$ cat src/rtl/imem_boot_controller.sv
// imem_boot_controller
// Owns the single write port of the instruction memory and decides who drives
// its address. After reset it zero-fills every word, then streams a program in
// from the host over a valid/ready handshake, then releases the CPU into run
// mode, where the CPU byte PC is mapped onto word addresses with no latency.
// A reload request in run mode repeats the clear/load sequence.

module imem_boot_controller #(
    parameter int DEPTH  = 64,
    parameter int ADDR_W = 6
) (
    input  logic                clk,
    input  logic                rst,

    // Host program load stream
    input  logic                host_valid,
    output logic                host_ready,
    input  logic [31:0]         host_data,
    input  logic                host_last,

    // CPU fetch side
    input  logic                reload,
    input  logic [31:0]         pc,
    output logic [31:0]         instruction,
    output logic                cpu_hold,

    // Instruction memory port
    output logic                mem_we,
    output logic [ADDR_W-1:0]   mem_addr,
    output logic [31:0]         mem_wdata,
    input  logic [31:0]         mem_rdata,

    // Load status
    output logic [ADDR_W:0]     load_count,
    output logic                overflow,
    output logic                pc_fault
);

    // Sequencer states
    localparam logic [1:0] S_CLEAR = 2'd0;
    localparam logic [1:0] S_LOAD  = 2'd1;
    localparam logic [1:0] S_RUN   = 2'd2;

    // Last word address; reaching it ends the clear sweep or fills the memory
    localparam logic [ADDR_W-1:0] LAST_ADDR   = ADDR_W'(DEPTH - 1);
    // Word count compared against the word index of the CPU PC
    localparam logic [29:0]       DEPTH_WORDS = 30'(DEPTH);

    logic [1:0]        r_state;
    logic [ADDR_W-1:0] r_ptr;
    logic [ADDR_W:0]   r_loadCount;
    logic              r_overflow;

    logic              w_inClear;
    logic              w_inLoad;
    logic              w_inRun;
    logic              w_handshake;
    logic              w_ptrAtLast;
    logic              w_pcMisaligned;
    logic              w_pcOutOfRange;
    logic              w_pcFault;
    logic [ADDR_W-1:0] w_fetchAddr;

    assign w_inClear      = (r_state == S_CLEAR);
    assign w_inLoad       = (r_state == S_LOAD);
    assign w_inRun        = (r_state == S_RUN);
    assign w_ptrAtLast    = (r_ptr == LAST_ADDR);

    // host_ready is constant-high in LOAD, so a handshake is just valid in LOAD
    assign w_handshake    = w_inLoad && host_valid;

    // A fetch is illegal when it is not word aligned or falls past the memory
    assign w_pcMisaligned = (pc[1:0] != 2'b00);
    assign w_pcOutOfRange = (pc[31:2] >= DEPTH_WORDS);
    assign w_pcFault      = w_pcMisaligned || w_pcOutOfRange;
    assign w_fetchAddr    = pc[ADDR_W+1:2];

    // State sequencing: clear sweep -> program load -> run, reload restarts
    always_ff @(posedge clk or posedge rst) begin
        if (rst) begin
            r_state <= S_CLEAR;
        end else begin
            case (r_state)
                S_CLEAR: begin
                    if (w_ptrAtLast) begin
                        r_state <= S_LOAD;
                    end
                end
                S_LOAD: begin
                    if (w_handshake && (host_last || w_ptrAtLast)) begin
                        r_state <= S_RUN;
                    end
                end
                S_RUN: begin
                    if (reload) begin
                        r_state <= S_CLEAR;
                    end
                end
                default: begin
                    r_state <= S_CLEAR;
                end
            endcase
        end
    end

    // Write pointer shared by the clear sweep and the load stream
    always_ff @(posedge clk or posedge rst) begin
        if (rst) begin
            r_ptr <= '0;
        end else begin
            case (r_state)
                S_CLEAR: begin
                    if (w_ptrAtLast) begin
                        r_ptr <= '0;
                    end else begin
                        r_ptr <= r_ptr + 1'b1;
                    end
                end
                S_LOAD: begin
                    if (w_handshake) begin
                        r_ptr <= r_ptr + 1'b1;
                    end
                end
                S_RUN: begin
                    if (reload) begin
                        r_ptr <= '0;
                    end
                end
                default: begin
                    r_ptr <= '0;
                end
            endcase
        end
    end

    // Load statistics: words accepted and the sticky missing-last indication
    always_ff @(posedge clk or posedge rst) begin
        if (rst) begin
            r_loadCount <= '0;
            r_overflow  <= 1'b0;
        end else begin
            if (w_inClear && w_ptrAtLast) begin
                r_loadCount <= '0;
                r_overflow  <= 1'b0;
            end else if (w_handshake) begin
                r_loadCount <= r_loadCount + 1'b1;
                if (!host_last && w_ptrAtLast) begin
                    r_overflow <= 1'b1;
                end
            end
        end
    end

    // Output steering; everything is forced to its safe value while rst is high
    always_comb begin
        host_ready  = 1'b0;
        cpu_hold    = 1'b1;
        mem_we      = 1'b0;
        mem_addr    = r_ptr;
        mem_wdata   = 32'h0000_0000;
        instruction = 32'h0000_0000;
        pc_fault    = 1'b0;
        if (!rst) begin
            if (w_inClear) begin
                mem_we = 1'b1;
            end else if (w_inLoad) begin
                host_ready = 1'b1;
                mem_we     = host_valid;
                mem_wdata  = host_data;
            end else if (w_inRun) begin
                cpu_hold    = 1'b0;
                mem_addr    = w_fetchAddr;
                pc_fault    = w_pcFault;
                instruction = w_pcFault ? 32'h0000_0000 : mem_rdata;
            end
        end
    end

    assign load_count = r_loadCount;
    assign overflow   = r_overflow;

endmodule
$ cat config.mk
export PLATFORM = sky130hd
export DESIGN_NAME = imem_boot_controller
export DESIGN_NICKNAME = d
export VERILOG_FILES = /design/src/rtl/imem_boot_controller.sv
export SDC_FILE = /design/constraint.sdc
export NUM_CORES = 1
export LEC_CHECK = 0
export CAP_MARGIN = 20
export CORE_MARGIN = 2
export CORE_UTILIZATION = 27
export CTS_CLUSTER_DIAMETER = 100
export DETAILED_ROUTE_END_ITERATION = 12
export GPL_TIMING_DRIVEN = 0
export PLACE_DENSITY = 0.78
export SYNTH_ARGS = -nofsm -noshare
export SYNTH_HDL_FRONTEND = slang
export SYNTH_SLANG_ARGS = --single-unit
$ cat constraint.sdc
create_clock -name clk -period 1.53 [get_ports clk]
set_input_delay 0.2295 -clock clk [delete_from_list [all_inputs] [get_ports clk]]
set_output_delay 0.2295 -clock clk [all_outputs]
set_load 0.02 [all_outputs]
* Yosys cells after proc, flatten, opt, wreduce, memory -nomap -nowiden
Index checks and enable logic that the tools add are counted.
** Word-level totals
- Word-level logic and storage cells :: 67
- Output and inout port bits :: 82
- Register bits after elaboration :: 16
** Operators by class
- Multiplexer cells :: 39
- Equality and inequality tests :: 7
- Add/subtract/negate cells :: 2
- $lt $le $gt $ge :: 1
- Reductions and logical operators :: 14
** Operators with widths (number)
- 32-bit 2-to-1 mux :: 8
- 6-bit 2-to-1 mux :: 7
- 30-bit by 7-bit greater-or-equal comparator with 1-bit output, second input constant :: 1
- 6-bit one-hot mux with 3 select lines :: 1
- 1-bit 2-to-1 mux :: 17
- 7-bit 2-to-1 mux :: 2
- 7-bit by 1-bit adder with 7-bit output, second input constant :: 1
- 6-bit by 1-bit adder with 6-bit output, second input constant :: 1
- 6-bit == test, second input constant :: 1
- 2-bit 2-to-1 mux :: 3
- 2-bit by 1-bit inequality test with 1-bit output, second input constant :: 3
- 2-bit one-hot mux with 3 select lines :: 1
- 2-bit nonzero test :: 3
- 1-bit logical AND :: 4
- 2-bit AND reduction :: 2
- 3-bit AND reduction :: 1
- 2-bit by 1-bit == test with 1-bit output, second input constant :: 1
- 2-bit == test, second input constant :: 1
- 2-bit logical NOT :: 1
- 1-bit logical OR :: 2
- 2-bit inequality test, second input constant :: 1
- 1-bit logical NOT :: 1

* Depth between registers and ports, before layout
Gate-level depths: netlist of run 1.
- Depth in word-level cells :: 7
- Gate-level depth with buffers :: 5
- Gate-level depth less buffers :: 4

* Least setup slack after synthesis of run 1
No wires, ideal clock.
- Kind :: input port to output port
- From :: input port rst
- To :: output port instruction[0]
- Required time :: 1.300 ns
- Arrival time :: 1.604 ns
- Path slack :: -0.304 ns
- Cell stages on the path :: 4
- Path buffers :: 1
- Path through :: inv_1 -> nand3b_1 -> buf_2 -> nor4_1
** On the way
- Longest elaborated chain between the ends :: 1
** RTL lines
- start, declared :: RTL line 13 : input logic rst,
- 32-bit 2-to-1 mux :: RTL line 163 : if (!rst) begin
- end, declared :: RTL line 24 : output logic [31:0] instruction,
No other way between the ends.

* Final worst setup path of run 1
- From :: register r_state[0]
- To :: output port instruction[11]
** On the way
- Longest elaborated chain between the ends :: 5
- Elaborated cells between the ends (all ways) :: 7
- Those cells by class :: eq/ne: 2; mux: 4; reduce/logical: 1
** RTL lines
- start, declared :: RTL line 49 : logic [1:0] r_state;
- start signal, assigned :: RTL line 81 : r_state <= S_CLEAR;
- start signal, assigned :: RTL line 86 : r_state <= S_LOAD;
- start signal, assigned :: RTL line 91 : r_state <= S_RUN;
- 2-bit == test :: RTL line 66 : assign w_inRun = (r_state == S_RUN);
- 32-bit 2-to-1 mux :: RTL line 170 : end else if (w_inRun) begin
- 32-bit 2-to-1 mux :: RTL line 166 : end else if (w_inLoad) begin
- 32-bit 2-to-1 mux (*) :: RTL line 164 : if (w_inClear) begin
- 32-bit 2-to-1 mux (*) :: RTL line 163
Every way passes the cells marked *; elsewhere a longest branch is shown, timed or not.

==> results.json, run 1 <==
{
  "grt_pass1_wl_microns": 12900,
  "vias_per_cell": 5.00,
  "grt_use_total_pct": 21.5,
  "post-synth-top-count-cell": "inv_1",
  "yosys-top-cells-area": "dfrtp_1 22%, nor4_2 18%, and2_1 11%",
  "grt_max_degree": 17,
  "worstSetupStartpointType": "flip-flop",
  "clk_pin_slew_ns": 0.06,
  "slew_violations": 0,
  "initial_core_util_pct": 27.5,
  "hpwlAfterDp_microns": 6020,
  "die_x_microns": 86.8,
  "worstPathRequired_ns": 1.30,
  "cts_tree": "done",
  "relSlewSlack_pct": 67.2,
  "clock_tree.buffer_depth": 2,
  "via_count": 2647,
  "synth_cells": 217,
  "holdCritPathClass": "input pin to async pin",
  "fmax_ghz": 0.516,
  "route.detailed.drc": 0,
  "ys_top_cells_by_count": "34 x inv_1, 33 x and2_1, 27 x nor4_2",
  "yosys_warnings": 0,
  "startpoint": "r_state[0]$_DFFE_PP0P_",
  "period_minus_slack_ns": 1.94,
  "fill_cells": 438,
  "drv_cap": 0,
  "finalWirelength_microns": 9060,
  "final_area_sq_um": 5040,
  "synth-main-ff-cell": "dfrtp_1",
  "synth_top_area_cell": "dfrtp_1",
  "gp_congestion": 0.894,
  "syn_area_sq_um": 1850,
  "finClkSkew_ns": 0.00298,
  "nets": 554,
  "vdd_drop_max_mv": 0.405,
  "period_share_pct": 127,
  "critical_path_class": "flip-flop to output port",
  "antenna_found_initial": 0,
  "wl_per_cell_microns": 17.1,
  "clkSinkCount": 16,
  "async_flop_share_pct": 100,
  "ys_types": 48,
  "endpoint_kind": "output port",
  "fin_ws_ns": -0.407,
  "cts_hold_buf": 0,
  "synth-edff-count": 0,
  "r2r_start": "r_state[0]$_DFFE_PP0P_",
  "rsz0062_at_grt": "yes",
  "first_pass_iters": 4,
  "grt_pass1_vias": 2621,
  "numCtsBuffers": 3,
  "overflow": 0,
  "antennaDiodeCount": 0,
  "synth_top_area_share_pct": 21.7,
  "p_leak_nw": 2.46,
  "drt_iter0_markers": 58,
  "numPortBuffers": 182,
  "path_max_fanout": 10,
  "synth_nets": 320,
  "dpl_cell_area_sq_um": 4120,
  "pin_count": 183,
  "crit_path_frequent_cell": "buf_6",
  "insertion_delay_ns": 0.25,
  "synth_seq_cells": 16,
  "fp.dieH_microns": 86.8,
  "dp_slack_ns": -1.45,
  "path_cells": "buf_6 -> nand3b_1 -> buf_6 -> buf_6 -> nor4_4 -> buf_4",
  "yosysSeqAreaShare_pct": 21.7,
  "dieArea_sq_um": 7530,
  "worstPathArrival_ns": 1.71,
  "cpMaxStageDelayCell": "dfrtp_2",
  "finalPower_mw": 3.22,
  "violations": "setup timing",
  "htree_levels": 1,
  "coreArea_sq_um": 6720,
  "tightest_slew_ns": 0.491,
  "hold_violations": 0,
  "setup_viol_count_final": 85,
  "core.rowCount": 30,
  "syn_area_per_cell_sq_um": 8.52,
  "drive_gt1_share_pct": 57.5,
  "clockRootBuffer": "clkbuf_8",
  "utilization_pct": 75.0,
  "status": "complete, but fails checks",
  "syn_to_final_growth_pct": 172,
  "power_density_nw_per_um2": 640,
  "timing.hold.ws_ns": 0.280,
  "antenna_left": 0,
  "cp_slowest_stage_delay_ns": 0.42
}
[metal layers]
layer,vias up,global-route usage [%],share of wire [%]
li1,1248,-,-
met1,1253,23.6,36
met2,138,41.4,57
met3,8,5.05,7.1
met4,0,4.55,0.58
met5,-,0,0
[state kept, by name, indices dropped and copies added, names as in the netlist]
register    count
load_count      7
r_ptr           6
r_state         2
overflow        1
[cell families (layout without fill, tap and decap cells)]
| family | Yosys count | count (layout) | share of synthesized area (%) |
|---|---|---|---|
| AO/OA/AOI/OAI | 32 | 32 | 11.8 |
| AND/OR/NAND/NOR | 110 | 110 | 49.1 |
| buffers and inverters | 50 | 282 | 12.0 |
| multiplexers | 6 | 6 | 3.65 |
| adder cells (fa/ha/maj) | 2 | 2 | 1.35 |
| XOR/XNOR | 1 | 1 | 0.474 |
| flip-flops | 16 | 16 | 21.7 |
[layout make-up]
| cell class | instances | area [sq um] | share of cell area [%] |
|---|---|---|---|
| Clock buffer | 3 | 41.3 | 0.820 |
| Inverter | 34 | 131 | 2.61 |
| Tap cell | 80 | 100 | 1.99 |
| Sequential cell | 16 | 403 | 8.00 |
| Buffer | 14 | 226 | 4.50 |
| Multi-Input combinational cell | 151 | 1800 | 35.8 |
| Timing Repair Buffer | 231 | 2330 | 46.3 |
[layout by cell type (no fill, tap or decap), drive strengths merged, types with 2 or more instances in the layout]
cell type and count:
nand4 2, dfrtp 16, nand3 5, mux2 6
a21oi 6, dlygate4sd2 12, dlymetal6s2s 3, buf 139
nand3b 3, o31ai 2, and2 33, a21o 2
o21ai 7, nor4 38, a31oi 2, inv 33
nor3 2, or4 3, ha 2, or3b 2
or3 3, nor3b 3, o211ai 3, clkdlybuf4s50 74
clkbuf 10, a41oi 3, nor2 5, nand2 6
clkdlybuf4s15 9
[critical path: cells and delay by family, from the launching register on]
family / cells / cell delay [ns]
buf+inv: 4 / 0.65
simple gates: 2 / 0.38
flops: 1 / 0.42
[power by group]
group | total, mW | internal (mW) | switching (mW)
clock | 0.326 | 0.175 | 0.151
sequential | 0.790 | 0.569 | 0.221
combinational | 2.11 | 1.13 | 0.973
total | 3.22 | 1.88 | 1.35
[stage by stage]
step	setup TNS (ns)	std cells
after floorplan	-2.62	217
after global placement	-81.94	479
after detailed placement	-84.81	479
after CTS	-23.61	514
after global routing	-30.46	529
final	-25.96	529
[path summary, 6_finish.rpt]
| path | end | slack (ns) | cells after the start |
|---|---|---|---|
| worst max register to register | load_count[5]$_DFFE_PP0P_ | -0.14 | 7 |
| worst min register to register | overflow$_DFFE_PP0P_ | 0.53 | 2 |
| max in group asynchronous | r_state[1]$_DFFE_PP0P_ | 1.04 | 3 |
| min in group clk | overflow$_DFFE_PP0P_ | 0.53 | 2 |
| worst min-delay path | r_ptr[1]$_DFFE_PP0P_ | 0.28 | 3 |
| worst max-delay path | instruction[11] | -0.41 | 6 |
[repair_timing]
| action | in CTS | in global routing |
|---|---|---|
| endpoints found under the hold margin | 0 | 0 |
| gates resized for setup | 562 | 60 |
| setup buffers | 26 | 15 |
| setup endpoints to repair | 90 | 87 |
| gates cloned | 8 | 1 |
| pin swaps | 26 | 23 |
No activity file was read; power rests on OpenSTA's default activity.
==> inputs of run 2 (changes only) <==
CAP_MARGIN = 10   (was 20)
clock period = 1.6 ns   (was 1.53 ns; I/O delays follow)
==> results.json, run 2 (synthesized netlist as in run 1, its figures left out) <==
{
  "dieArea_sq_um": 7530,
  "path_cells": "buf_6 -> nand3b_1 -> buf_6 -> buf_12 -> buf_12 -> nor4_4 -> buf_4",
  "period_minus_slack_ns": 1.98,
  "status": "complete, but fails checks",
  "cpMaxStageDelayCell": "dfrtp_2",
  "syn_to_final_growth_pct": 173,
  "fp.dieH_microns": 86.8,
  "first_pass_iters": 4,
  "grt_use_total_pct": 21.8,
  "final_common_cell": "clkdlybuf4s50_1",
  "grt_pass1_wl_microns": 13000,
  "largest_register_ffs": 7,
  "overflow": 0,
  "die_x_microns": 86.8,
  "period_share_pct": 124,
  "drt_iter0_markers": 42,
  "p_leak_nw": 2.39,
  "insertion_delay_ns": 0.26,
  "core.rowCount": 30,
  "hold_violations": 0,
  "initial_core_util_pct": 27.5,
  "rsz0062_at_grt": "yes",
  "tightest_slew_ns": 0.516,
  "finalWirelength_microns": 9150,
  "cp_slowest_stage_delay_ns": 0.42,
  "worstPathRequired_ns": 1.36,
  "cts_hold_buf": 0,
  "mostFrequentLayoutCells": "80 x clkdlybuf4s50_1, 59 x buf_6, 45 x buf_4",
  "drv_cap": 0,
  "holdCritPathClass": "input pin to async pin",
  "numCtsBuffers": 3,
  "worstPathArrival_ns": 1.74,
  "antenna_left": 0,
  "critical_path_class": "flip-flop to output port",
  "worstSetupStartpointType": "flip-flop",
  "p_clk_share_pct": 10.0,
  "pin_count": 183,
  "slew_violations": 0,
  "via_count": 2591,
  "coreArea_sq_um": 6720,
  "gp_congestion": 0.885,
  "numPortBuffers": 182,
  "fin_ws_ns": -0.382,
  "finalPower_mw": 3.18,
  "grt_max_degree": 17,
  "switchingPower_mw": 1.31,
  "violations": "setup timing",
  "register_area_sq_um": 404,
  "power.share.sequential_pct": 24.4,
  "htree_levels": 1,
  "grt_pass1_vias": 2615,
  "endpoint_kind": "output port",
  "power_density_nw_per_um2": 630,
  "nets": 545,
  "path_max_fanout": 7,
  "fill_cells": 450,
  "wl_per_cell_microns": 17.6,
  "clkSinkCount": 16,
  "hpwlAfterDp_microns": 6080,
  "setup_viol_count_final": 78,
  "clk_pin_slew_ns": 0.06,
  "clock_tree.buffer_depth": 2,
  "intPower_mw": 1.86,
  "cts_tree": "done",
  "finClkSkew_ns": 0.00142,
  "antennaDiodeCount": 0,
  "fmax_ghz": 0.505,
  "vdd_drop_max_mv": 0.388,
  "p_comb_share_pct": 65.6,
  "utilization_pct": 75.1,
  "relSlewSlack_pct": 65.5,
  "vias_per_cell": 4.98,
  "p_sw_share_pct": 41.4,
  "antenna_found_initial": 0,
  "drive_gt1_share_pct": 56.6,
  "multi_input_area_sq_um": 1820,
  "reg2regPathDepth": 8,
  "route.detailed.drc": 0,
  "clockRootBuffer": "clkbuf_8"
}
## run 2: worst paths after layout
| check | startpoint | endpoint | slack [ns] |
|---|---|---|---|
| worst max-delay path | r_state[0]$_DFFE_PP0P_ | instruction[29] | -0.38 |
| worst min-delay path | rst | load_count[6]$_DFFE_PP0P_ | 0.28 |
| worst max register to register | r_state[0]$_DFFE_PP0P_ | r_ptr[2]$_DFFE_PP0P_ | -0.09 |
| worst min register to register | overflow$_DFFE_PP0P_ | overflow$_DFFE_PP0P_ | 0.52 |
| max in group asynchronous | rst | r_state[1]$_DFFE_PP0P_ | 1.13 |
| min in group clk | overflow$_DFFE_PP0P_ | overflow$_DFFE_PP0P_ | 0.52 |
## run 2: through the flow
step / hold slack, ns / TNS [ns] / worst slack, ns / area (sq um) / cells
floorplan: 0.0716 / -0.394 / -0.0303 / 2230 / 217
global placement: 0.502 / -77.33 / -1.41 / 4150 / 479
detailed placement: 0.512 / -80.10 / -1.44 / 4150 / 479
CTS: 0.267 / -18.95 / -0.393 / 4670 / 510
global route: 0.301 / -22.84 / -0.441 / 5040 / 520
finish: 0.276 / -19.34 / -0.382 / 5040 / 520
## run 2: routing by layer
layer  vias up  global-route usage [%]  routed length (microns)
met5         -                       0                        0
met4         0                    5.97                      119
met3        11                    4.86                      602
met2       127                    43.1                     5280
met1      1228                    22.6                     3150
li1       1225                       -                        -
## run 2: repair_timing
action / in CTS / in global routing
pin swaps: 14 / 14
setup buffers: 20 / 11
cloned: 9 / 1
setup endpoints to repair: 77 / 82
gates resized for setup: 535 / 89
## run 2: worst max-delay path, delay by kind of cell (launching register included)
family | cells | cell delay [ns]
buf+inv | 5 | 0.74
flops | 1 | 0.42
simple gates | 2 | 0.32
## run 2: area by class of cell
cell class / instances / share of cell area (%)
clock buffer: 3 / 0.819
multi-input combinational: 151 / 36.0
buffer: 14 / 4.89
inverter: 34 / 2.60
timing repair buffer: 222 / 45.7
sequential: 16 / 8.01
tap: 80 / 1.98
## run 2: power groups by stage
stage | sequential, mW | clock [mW] | combinational (mW)
after floorplan | 0.740 | 0 | 0.819
after global placement | 0.725 | 0 | 1.56
after detailed placement | 0.732 | 0 | 1.59
after CTS | 0.740 | 0.320 | 1.78
after global routing | 0.799 | 0.335 | 2.22
final | 0.776 | 0.318 | 2.08
